$ cat src/rtl/logic_op_pipe.sv
// logic_op_pipe: registers two operands and an op code, applies a selectable
// bitwise operation and carries the result through a DEPTH-stage pipeline
// with valid/ready flow control. Also keeps a saturating count of output
// transfers whose value differs from the previous transfer.
module logic_op_pipe #(
  parameter int WIDTH = 8,
  parameter int DEPTH = 2,
  parameter int CNT_W = 16
) (
  input  logic             clk,
  input  logic             rst_reg,
  input  logic             srst,
  input  logic             in_valid,
  output logic             in_ready,
  input  logic [WIDTH-1:0] a,
  input  logic [WIDTH-1:0] b,
  input  logic [1:0]       op,
  output logic             out_valid,
  input  logic             out_ready,
  output logic [WIDTH-1:0] c,
  output logic [CNT_W-1:0] chg_cnt
);

  typedef enum logic [1:0] {
    OP_XOR  = 2'b00,
    OP_AND  = 2'b01,
    OP_OR   = 2'b10,
    OP_XNOR = 2'b11
  } op_e;

  localparam logic [CNT_W-1:0] CNT_MAX = '1;

  // Input stage S0: operands, op code and valid bit
  logic [WIDTH-1:0] r_s0A;
  logic [WIDTH-1:0] r_s0B;
  op_e              r_s0Op;
  logic             r_s0Valid;

  // Result stages S1..S_DEPTH, index 0 is S1
  logic [WIDTH-1:0] r_stgData [DEPTH];
  logic [DEPTH-1:0] r_stgValid;

  // Change counter state
  logic [WIDTH-1:0] r_lastC;
  logic [CNT_W-1:0] r_chgCnt;

  logic             w_adv;
  logic             w_outXfer;
  logic [WIDTH-1:0] w_opResult;

  // The whole pipeline moves unless a valid result is waiting on the consumer
  always_comb begin
    w_adv     = !r_stgValid[DEPTH-1] || out_ready;
    in_ready  = w_adv && !rst_reg && !srst;
    w_outXfer = r_stgValid[DEPTH-1] && out_ready;
  end

  // Bitwise operation selected by the op code captured with the operands
  always_comb begin
    w_opResult = '0;
    unique case (r_s0Op)
      OP_XOR:  w_opResult = r_s0A ^ r_s0B;
      OP_AND:  w_opResult = r_s0A & r_s0B;
      OP_OR:   w_opResult = r_s0A | r_s0B;
      OP_XNOR: w_opResult = ~(r_s0A ^ r_s0B);
    endcase
  end

  // S0 captures the inputs on every advance; valid marks a real input transfer
  always_ff @(posedge clk or posedge rst_reg) begin
    if (rst_reg) begin
      r_s0A     <= '0;
      r_s0B     <= '0;
      r_s0Op    <= OP_XOR;
      r_s0Valid <= 1'b0;
    end else if (srst) begin
      r_s0A     <= '0;
      r_s0B     <= '0;
      r_s0Op    <= OP_XOR;
      r_s0Valid <= 1'b0;
    end else if (w_adv) begin
      r_s0A     <= a;
      r_s0B     <= b;
      r_s0Op    <= op_e'(op);
      r_s0Valid <= in_valid && in_ready;
    end
  end

  // Result stages shift as one block; bubbles travel along with real beats
  always_ff @(posedge clk or posedge rst_reg) begin
    if (rst_reg) begin
      for (int i = 0; i < DEPTH; i++) begin
        r_stgData[i] <= '0;
      end
      r_stgValid <= '0;
    end else if (srst) begin
      for (int i = 0; i < DEPTH; i++) begin
        r_stgData[i] <= '0;
      end
      r_stgValid <= '0;
    end else if (w_adv) begin
      r_stgData[0]  <= w_opResult;
      r_stgValid[0] <= r_s0Valid;
      for (int i = 1; i < DEPTH; i++) begin
        r_stgData[i]  <= r_stgData[i-1];
        r_stgValid[i] <= r_stgValid[i-1];
      end
    end
  end

  // Count output transfers that differ from the previous transfer, saturating
  always_ff @(posedge clk or posedge rst_reg) begin
    if (rst_reg) begin
      r_lastC  <= '0;
      r_chgCnt <= '0;
    end else if (srst) begin
      r_lastC  <= '0;
      r_chgCnt <= '0;
    end else if (w_outXfer) begin
      r_lastC <= r_stgData[DEPTH-1];
      if ((r_stgData[DEPTH-1] != r_lastC) && (r_chgCnt != CNT_MAX)) begin
        r_chgCnt <= r_chgCnt + 1'b1;
      end
    end
  end

  assign out_valid = r_stgValid[DEPTH-1];
  assign c         = r_stgData[DEPTH-1];
  assign chg_cnt   = r_chgCnt;

endmodule

$ cat config.mk
export PLATFORM = sky130hd
export DESIGN_NAME = logic_op_pipe
export DESIGN_NICKNAME = d
export VERILOG_FILES = /design/src/rtl/logic_op_pipe.sv
export SDC_FILE = /design/constraint.sdc
export NUM_CORES = 1
export LEC_CHECK = 0
export ABC_AREA = 1
export CAP_MARGIN = 10
export CORE_MARGIN = 5
export CORE_UTILIZATION = 40
export CTS_BUF_LIST = sky130_fd_sc_hd__clkbuf_2 sky130_fd_sc_hd__clkbuf_4 sky130_fd_sc_hd__clkbuf_8
export CTS_CLUSTER_SIZE = 25
export DETAILED_ROUTE_END_ITERATION = 10
export PLACE_DENSITY = 0.61
export SLEW_MARGIN = 5
export SYNTH_ARGS = -nofsm -noshare
export SYNTH_HDL_FRONTEND = slang
export SYNTH_SLANG_ARGS = --single-unit
$ cat constraint.sdc
create_clock -name clk -period 1.77 [get_ports clk]
set_input_delay 0.354 -clock clk [delete_from_list [all_inputs] [get_ports clk]]
set_output_delay 0.354 -clock clk [all_outputs]
set_load 0.02 [all_outputs]
==> results.sh <==
export IMPL_status="finished, final reports clean"
export IMPL_core_area_sq_um=8180
export IMPL_cts_root_buf="clkbuf_8"
export IMPL_cts_reportedPaths_clkPinSlew_ps=70
export IMPL_finalCritPeriodShare_pct=97.4
export IMPL_setup_violations=0
export IMPL_ant_nets=0
export IMPL_synth_ff_type="dfrtp_1"
export IMPL_finalPower_w=0.00348
export IMPL_layout_drive_gt1_share_pct=11.2
export IMPL_start_kind="flop"
export IMPL_dieArea_sq_um=10200
export IMPL_yosysSeqAreaShare_pct=45.9
export IMPL_worstPathCellList="clkdlybuf4s50_1"
export IMPL_clock_skew_ps=7.66
export IMPL_cts_buffers=9
export IMPL_path_buf_inv=1
export IMPL_crit_arrival_ps=1370
export IMPL_yosys_warnings=0
export IMPL_finalNonFillerCells=561
export IMPL_hold_viol_final=0
export IMPL_area_sequential_sq_um=1530
export IMPL_insertedDiodeCount=0
export IMPL_gp_congestion=0.801
export IMPL_drc_errors=0
export IMPL_grt_usage_pct=15.6
export IMPL_crit_fanout=4
export IMPL_grt_max_degree=62
export IMPL_syn_nets=437
export IMPL_ys_ff_latch=61
export IMPL_cts_hold_buf=0
export IMPL_dr_pass1_iters=4
export IMPL_netlist_area_sq_um=3320
export IMPL_antenna_found_initial=0
export IMPL_multi_input_area_sq_um=1450
export IMPL_rows=33
export IMPL_hp_class="in2async"
export IMPL_rsz0062_at_grt="false"
export IMPL_netlist_instances=397
export IMPL_critPathMaxStageDelay_ps=620
export IMPL_required_ps=1420
export IMPL_critical_path_class="reg2out"
export IMPL_ir_worst_vdd_uv=386
export IMPL_drt_initial_drc_count=177
export IMPL_vias=2755
export IMPL_synth_cell_types=29
export IMPL_io_buffer_count=48
export IMPL_crit_family="buffers and inverters"
export IMPL_p_per_area_nw_per_um2=828
export IMPL_start_util_pct=40.6
export IMPL_areaGrowthSynthToFinish_pct=26.6
export IMPL_die_y_microns=101
export IMPL_endpoint_kind="primary output"
export IMPL_fin_nets=491
export IMPL_min_period_ps=1720
export IMPL_syn_avg_cell_area_sq_um=8.37
export IMPL_gr_total_overflow=0
export IMPL_holdWs_ps=485
export IMPL_worstMarginPinSlew_ps=419
export IMPL_cts_tree="yes"
export IMPL_io_pins=49
export IMPL_cpMaxStageDelayCell="clkdlybuf4s50_1"
export IMPL_relSlewSlack_pct=72.0
export IMPL_cts_path_max_buffers=2
export IMPL_die_w_microns=101
export IMPL_avgViaCountPerCell=4.91
export IMPL_dpl_cell_area_sq_um=3950
export IMPL_grt_first_pass_wirelength_mm=12.8
export IMPL_drt_wl_total_mm=7.27
export IMPL_finalMaxSlewViolations=0
export IMPL_dp_hpwl_mm=5.12
export IMPL_cap_viol_max_count=0
export IMPL_clock_sinks=61
export IMPL_design_area_sq_um=4210
export IMPL_async_flop_share_pct=100
export IMPL_wl_per_cell_microns=13.0
export IMPL_synth_edf_count=0
export IMPL_placed_cells=545
export IMPL_p_leak_nw=2.11
export IMPL_clk_latency_ps=340
export IMPL_grt_pass1_vias=2758
export IMPL_num_fill_cells=791
export IMPL_h_tree_depth=3
export IMPL_fmax_mhz=580
[worst reg2reg max path, cell delays in order, from the launching register on]
cell and delay [ps]:
dfrtp_1 350, ha_1 190, nand2_2 80, nor2_4 110, nand2_2 100, nor2_4 100
nand3_2 100, nand3_4 130, nand2_4 140, nand2_1 100, nand2_1 50
[layout by cell type (no fill, tap or decap), types with 13 or more instances in the layout]
cell / instances
o22ai_1: 13
nor2_1: 24
inv_1: 53
ha_1: 17
o21ai_0: 40
dfrtp_1: 61
clkdlybuf4s50_1: 27
nand2_1: 87
buf_4: 13
nand3_1: 24
[synth_stat cells (2+ instances only)]
master     n  area [sq um]
nand2_2    5          31.3
buf_4      8          60.1
inv_1     54           203
nand3_1   24           120
o21ai_1    2          10.0
dfrtp_1   61          1530
ha_1      17           213
buf_2      5          25.0
nand2_1   87           327
nor3_1     3          15.0
o22ai_1   13          81.3
inv_2      4          15.0
o221ai_1   8          70.1
a21oi_1    3          15.0
nor2_1    24          90.1
xor2_1     4          35.0
clkbuf_1   4          15.0
nor2_4     4          45.0
buf_6      2          22.5
o21ai_0   41           205
nor2_2     2          12.5
xnor2_1    8          70.1
o211ai_1   8          60.1
[per-layer routing]
layer | up-vias | track usage [%] | part of all wire, %
li1 | 1392 | - | -
met4 | 0 | 6.13 | 1.3
met5 | - | 0 | 0
met2 | 58 | 24.1 | 46
met3 | 8 | 3.24 | 4.3
met1 | 1297 | 21.5 | 49
[cells by family (layout without fill, tap and decap cells)]
family / count (synthesis) / count (layout) / synth area share, %
AND/OR/NAND/NOR: 153 / 153 / 20.6
buffers and inverters: 78 / 137 / 10.4
AO/OA/AOI/OAI: 76 / 76 / 13.5
flip-flops: 61 / 61 / 45.9
adder cells (fa/ha/maj): 17 / 17 / 6.40
XOR/XNOR: 12 / 12 / 3.16
[final cells by class]
type                    count  area share (%)
clock buffers              11            3.45
clock inverters             5            2.56
inverters                  58            5.26
multi-input cells         258            34.5
flip-flops and latches     61            36.3
well taps                 105            3.12
repair buffers             63            14.8
[where the power goes]
part	switching, W	internal (W)
Sequential	0.0000349	0.00146
Clock	0.000577	0.000995
Combinational	0.000244	0.000177
Total	0.000856	0.00263
[sequential cells by signal (all words and copies together), names as in the netlist]
register	count
c	8
r_s0B	8
r_s0Valid	1
r_s0Op	2
chg_cnt	16
r_stgData	8
r_stgValid	2
r_lastC	8
r_s0A	8
[path summary, 6_finish.rpt]
| kind | end | slack [ps] | start | cells past startpoint |
|---|---|---|---|---|
| setup / recovery | chg_cnt[3] | 50 | chg_cnt[3] | 1 |
| hold / removal | chg_cnt[11] | 490 | rst_reg | 3 |
| setup reg to reg | chg_cnt[10] | 210 | chg_cnt[0] | 10 |
| hold reg to reg | c[2] | 520 | r_stgData[10] | 2 |
| max in group asynchronous | r_stgData[12] | 1010 | rst_reg | 3 |
| min in group clk | c[2] | 520 | r_stgData[10] | 2 |
[stage by stage]
step	utilization (%)	TNS [ps]	setup WS (ps)
after floorplan	-	0	38.8
after global placement	48.3	-4290	-436
after CTS	51.3	0	1.30
after global routing	51.5	0	6.29
after detailed placement	48.3	-4860	-438
final	51.5	0	46.0
[what timing repair did]
| item | CTS | global route |
|---|---|---|
| gates resized for setup | 15 | 10 |
| buffers inserted | 0 | 0 |
| pin swaps | 0 | 0 |
| endpoints found under the setup margin | 11 | 10 |
Note: power is estimated with default switching activity, not from simulation.
==> variant 1: new RTL, same settings <==
`WIDTH`: 8 -> 10.
--- a/src/rtl/logic_op_pipe.sv
+++ b/src/rtl/logic_op_pipe.sv
@@ -3,7 +3,7 @@
 // with valid/ready flow control. Also keeps a saturating count of output
 // transfers whose value differs from the previous transfer.
 module logic_op_pipe #(
-  parameter int WIDTH = 8,
+  parameter int WIDTH = 10,
   parameter int DEPTH = 2,
   parameter int CNT_W = 16
 ) (
Interface: changed (resized a, b and c); port bits go from 49 to 55. No check against the original RTL was run, so the function may have changed too.
==> variant 1 against the unedited design <==
  * Total power increased by 6.2%
  * Synthesized area rose by 19%
  * Sequential share of layout area down 0.43 points
  * Worst setup slack lost 6.1 ps
  * Cell area grew 18%
  * Routed wire length increased by 18%
  * Sequential cell count increased by 10
  * Critical path depth stayed put
  * Register-to-register slack worse by 60 ps
  * Largest cell class unchanged
==> variant 1: results (changes against the unedited design) <==
outcome -> finished, final reports clean
crit path from -> c[2]$_DFFE_PP0P_
syn_nets -> 520 (+19%)
vias in the first global route -> 3339 (+21%)
clock-pin slew on the worst setup and hold paths -> 90 ps (+20 ps)
Synth area leaders -> dfrtp_1, nand2_1, ha_1
largest net degree at the start of global routing -> 45 (-27%)
placed cells -> 650 (+19%)
R2R Setup Slk -> 150 ps (-60 ps)
Root Buffer -> clkbuf_8
r2r endpoint -> chg_cnt[15]$_DFFE_PP0P_
dpl hpwl -> 6.245 mm (+22%)
worst slew pin tran -> 406.2 ps (-13.02 ps)
Final #Nets -> 576 (+17%)
max FFs per register -> 16 (unchanged)
First DRT Iteration DRCs -> 99 (-44%)
GP Congestion -> 0.7719 (-3.6%)
Fillers -> 958 (+21%)
switching share of total power -> 0.2677 (+0.02209)
DR vias -> 3216 (+17%)
All-Layer GR Usage -> 0.1581 (+0.001897)
sequential share of the synthesized area -> 0.4479 (-0.01139)
first-pass GRT wire length -> 15.28 mm (+19%)
Static Leakage -> 2.524 nW (+20%)
hold_ws -> 469.2 ps (-15.92 ps)
CP endpoint -> c[2]
r2r startpoint -> chg_cnt[1]$_DFFE_PP0P_
WL/cell -> 12.84 um (-0.95%)
vias per inst -> 4.829 (-1.7%)
top post-synthesis cells by count -> nand2_1, dfrtp_1, inv_1
fraction of layout cells with a size suffix above 1 -> 0.1313 (+0.01949)
Post-Syn Instances -> 472 (+19%)
I/O Buffers -> 54 (+13%)
Distinct cells, synth -> 30 (+3.4%)
Worst Path Max Fanout -> 3 (-1)
-- variant 1: cell types whose count changed after synthesis, sizes merged, moves of 5 or more --
| cell | delta |
|---|---|
| inv | +20 |
| nor2 | -9 |
| clkbuf | +6 |
| dfrtp | +10 |
| nand3 | +18 |
| o22ai | +7 |
| xnor2 | -8 |
| nand2 | +16 |
| xor2 | +5 |
-- variant 1: repair_timing --
item | in CTS | in global routing
endpoints found under the setup margin | 13 | 24
pin swaps | 0 | 0
resized for setup | 16 | 13
hold buffers | 0 | 0
-- variant 1: worst min path at each step --
stage                                endpoint                 startpoint  cells after the start
floorplan           r_stgValid[1]$_DFFE_PP0P_                       srst                      1
global placement    r_stgValid[0]$_DFFE_PP0P_      r_s0Valid$_DFFE_PP0P_                      2
detailed placement           c[3]$_DFFE_PP0P_  r_stgData[13]$_DFFE_PP0P_                      2
CTS                   chg_cnt[14]$_DFFE_PP0P_                    rst_reg                      3
global route          chg_cnt[14]$_DFFE_PP0P_                    rst_reg                      3
finish                chg_cnt[14]$_DFFE_PP0P_                    rst_reg                      3
-- variant 1: cell type report --
class / count / area [um2] / share of cell area
well taps: 133 / 166.4 / 0.03359
multi-input cells: 297 / 1758 / 0.3548
clock inverters: 7 / 102.6 / 0.02071
repair buffers: 71 / 730.7 / 0.1475
clock buffers: 9 / 123.9 / 0.02500
inverters: 78 / 296.5 / 0.05985
flip-flops and latches: 71 / 1777 / 0.3586
-- variant 1: logic make-up after synthesis --
kind of cell	share of synthesized area
adders and majority gates	0.06625
and+or+nand+nor	0.2161
xor gates and xnor gates	0.01987
AOI/OAI and AO/OA	0.1353
DFF	0.4479
buffers and inverters	0.1145
-- variant 1: power by group through the flow --
stage | logic (mW) | registers (mW) | clock network, mW
final | 0.492 | 1.72 | 1.49
after floorplan | 0.316 | 1.75 | 0
after detailed placement | 0.496 | 1.76 | 0
after global routing | 0.560 | 1.73 | 1.59
after global placement | 0.488 | 1.75 | 0
after CTS | 0.498 | 1.72 | 1.52
-- variant 1: metal layers --
| layer | wire length, um | part of all wire | vias up | track usage |
|---|---|---|---|---|
| li1 | - | - | 1646 | - |
| met1 | 3943 | 0.46 | 1506 | 0.2013 |
| met2 | 4206 | 0.49 | 53 | 0.2724 |
| met3 | 281 | 0.033 | 11 | 0.02877 |
| met4 | 121 | 0.014 | 0 | 0.04898 |
| met5 | 0 | 0 | - | 0 |
-- variant 1: stage by stage --
stage	setup slack [ps]	area (um2)	TNS [ps]	utilization
4_1_cts	6.350	4912	0	0.5049
5_1_grt	3.496	4955	0	0.5093
2_1_floorplan	109.9	3970	0	-
3_5_place_dp	-383.8	4706	-5772	0.4837
3_3_place_gp	-338.3	4706	-4486	0.4837
6_report	39.92	4955	0	0.5093
==> variant 2: new RTL, same flow settings <==
Made on the original files. Make the reset (`rst_reg`) synchronous in 3 clocked blocks.
--- a/src/rtl/logic_op_pipe.sv
+++ b/src/rtl/logic_op_pipe.sv
@@ -67,7 +67,7 @@
   end
 
   // S0 captures the inputs on every advance; valid marks a real input transfer
-  always_ff @(posedge clk or posedge rst_reg) begin
+  always_ff @(posedge clk) begin
     if (rst_reg) begin
       r_s0A     <= '0;
       r_s0B     <= '0;
@@ -87,7 +87,7 @@
   end
 
   // Result stages shift as one block; bubbles travel along with real beats
-  always_ff @(posedge clk or posedge rst_reg) begin
+  always_ff @(posedge clk) begin
     if (rst_reg) begin
       for (int i = 0; i < DEPTH; i++) begin
         r_stgData[i] <= '0;
@@ -109,7 +109,7 @@
   end
 
   // Count output transfers that differ from the previous transfer, saturating
-  always_ff @(posedge clk or posedge rst_reg) begin
+  always_ff @(posedge clk) begin
     if (rst_reg) begin
       r_lastC  <= '0;
       r_chgCnt <= '0;
Function: differs if rst_reg is asserted again (counterexample within 4 cycles, from zero or initial values and one cycle with rst_reg high); with rst_reg held inactive, the same outputs for 10 cycles.
==> variant 2 against the unedited design <==
  * Clock power down 13%
  * Synthesized area down 4.3%
  * Non-clock buffer count down 1
  * Cell area down 4.1%
  * Die area down 3.8%
  * Sequential cell count unchanged
  * Routed wire length down 11%
  * Worst setup slack better by 8.2 ps
  * Via count down 5.0%
  * Utilization up 0.75 points
  * Total power down 12%
  * Hold slack worse by 21 ps
  * Critical path type unchanged
==> variant 2: results (changes against the unedited design) <==
outcome -> finished, final reports clean
top post-synthesis cells by count -> nand2_1, inv_1, nor2_1
DR vias -> 2616 (-5.0%)
metal2 WL -> 2.800 mm (-16%)
register area -> 1381 um2 (-9.5%)
largest net degree at the start of global routing -> 38 (-39%)
dpl hpwl -> 4.692 mm (-8.4%)
post-synthesis xor/xnor area fraction -> 0.01652 (-0.01511)
Compound-Gate Fraction of Synth Area -> 0.1022 (-0.03292)
non-filler cells, final -> 571 (+1.8%)
Fillers -> 719 (-9.1%)
slowest cell delay on critical path -> 640 ps (+20 ps)
WL/cell -> 11.39 um (-12%)
First DRT Iteration DRCs -> 91 (-49%)
r2r startpoint -> chg_cnt[0]$_SDFFE_PP0P_
Root Buffer -> clkbuf_8
synthesized area per cell -> 7.742 um2 (-7.5%)
Synth area leaders -> dfxtp_1, edfxtp_1, nand2_1
first-pass GRT wire length -> 11.48 mm (-11%)
top_reg_cell synth -> dfxtp_1
Clock buf/inv share -> 0.05428 (-0.005803)
clkbuf count -> 11 (unchanged)
met1 usage -> 0.1900 (-0.02516)
area of the multi-input gates -> 1418 um2 (-2.4%)
slew margin rel. -> 0.7844 (+0.06436)
fraction of layout cells with a size suffix above 1 -> 0.1215 (+0.009693)
met3 WL -> 303 um (-3.2%)
cts repair resizes -> 8 (-7)
Distinct cells, synth -> 31 (+6.9%)
worst clock skew -> 7.611 ps (-0.05173 ps)
R2R Setup Slk -> 190 ps (-20 ps)
All-Layer GR Usage -> 0.1426 (-0.01356)
Worst Path Max Fanout -> 4 (unchanged)
Static Leakage -> 1.823 nW (-14%)
met3 usage -> 0.03506 (+0.002694)
hold crit path type -> reg -> reg
syn_nets -> 451 (+3.2%)
Non-CTS buffers -> 62 (-1.6%)
GR Layer Usage met2 -> 0.2216 (-0.01986)
Final #Nets -> 504 (+2.6%)
final setup margin -> 54.20 ps (+8.190 ps)
GP Congestion -> 0.7923 (-1.0%)
async set-reset flop share out of synthesis -> 0 (-1.000)
sequential share of the synthesized area -> 0.4341 (-0.02520)
r2r endpoint -> chg_cnt[14]$_SDFFE_PP0P_
comb_multi_in -> 262 (+1.6%)
final std cell area, no fill -> 4034 um2 (-4.1%)
peak supply drop -> 0.3675 mV (-4.9%)
Post-synth EDFFs -> 16 (+16)
Synth Area in Adders -> 0.06685 (+0.002844)
## variant 2: stage by stage
step	hold WS, ps	power [mW]	setup TNS [ps]
3_3_place_gp	450.1	1.708	-4257
3_5_place_dp	458.5	1.711	-5839
2_1_floorplan	443.0	1.621	0
4_1_cts	468.5	3.088	0
6_report	464.4	3.053	0
5_1_grt	490.5	3.188	0
## variant 2: how the worst max path moves through the flow
stage	startpoint	end	slack, ps	cells after the start
after floorplan	chg_cnt[0]$_SDFFE_PP0P_	chg_cnt[11]$_SDFFE_PP0P_	150	10
after global placement	rst_reg	in_ready	-410	5
after detailed placement	rst_reg	in_ready	-420	5
after CTS	chg_cnt[10]$_SDFFE_PP0P_	chg_cnt[10]	3	2
after global routing	chg_cnt[8]$_SDFFE_PP0P_	chg_cnt[8]	0.2	1
final	chg_cnt[11]$_SDFFE_PP0P_	chg_cnt[11]	50	1
## variant 2: power by group
group	switching [mW]	internal (mW)
registers	0.0143	1.46
clock network	0.533	0.838
logic	0.113	0.0998
total	0.660	2.39
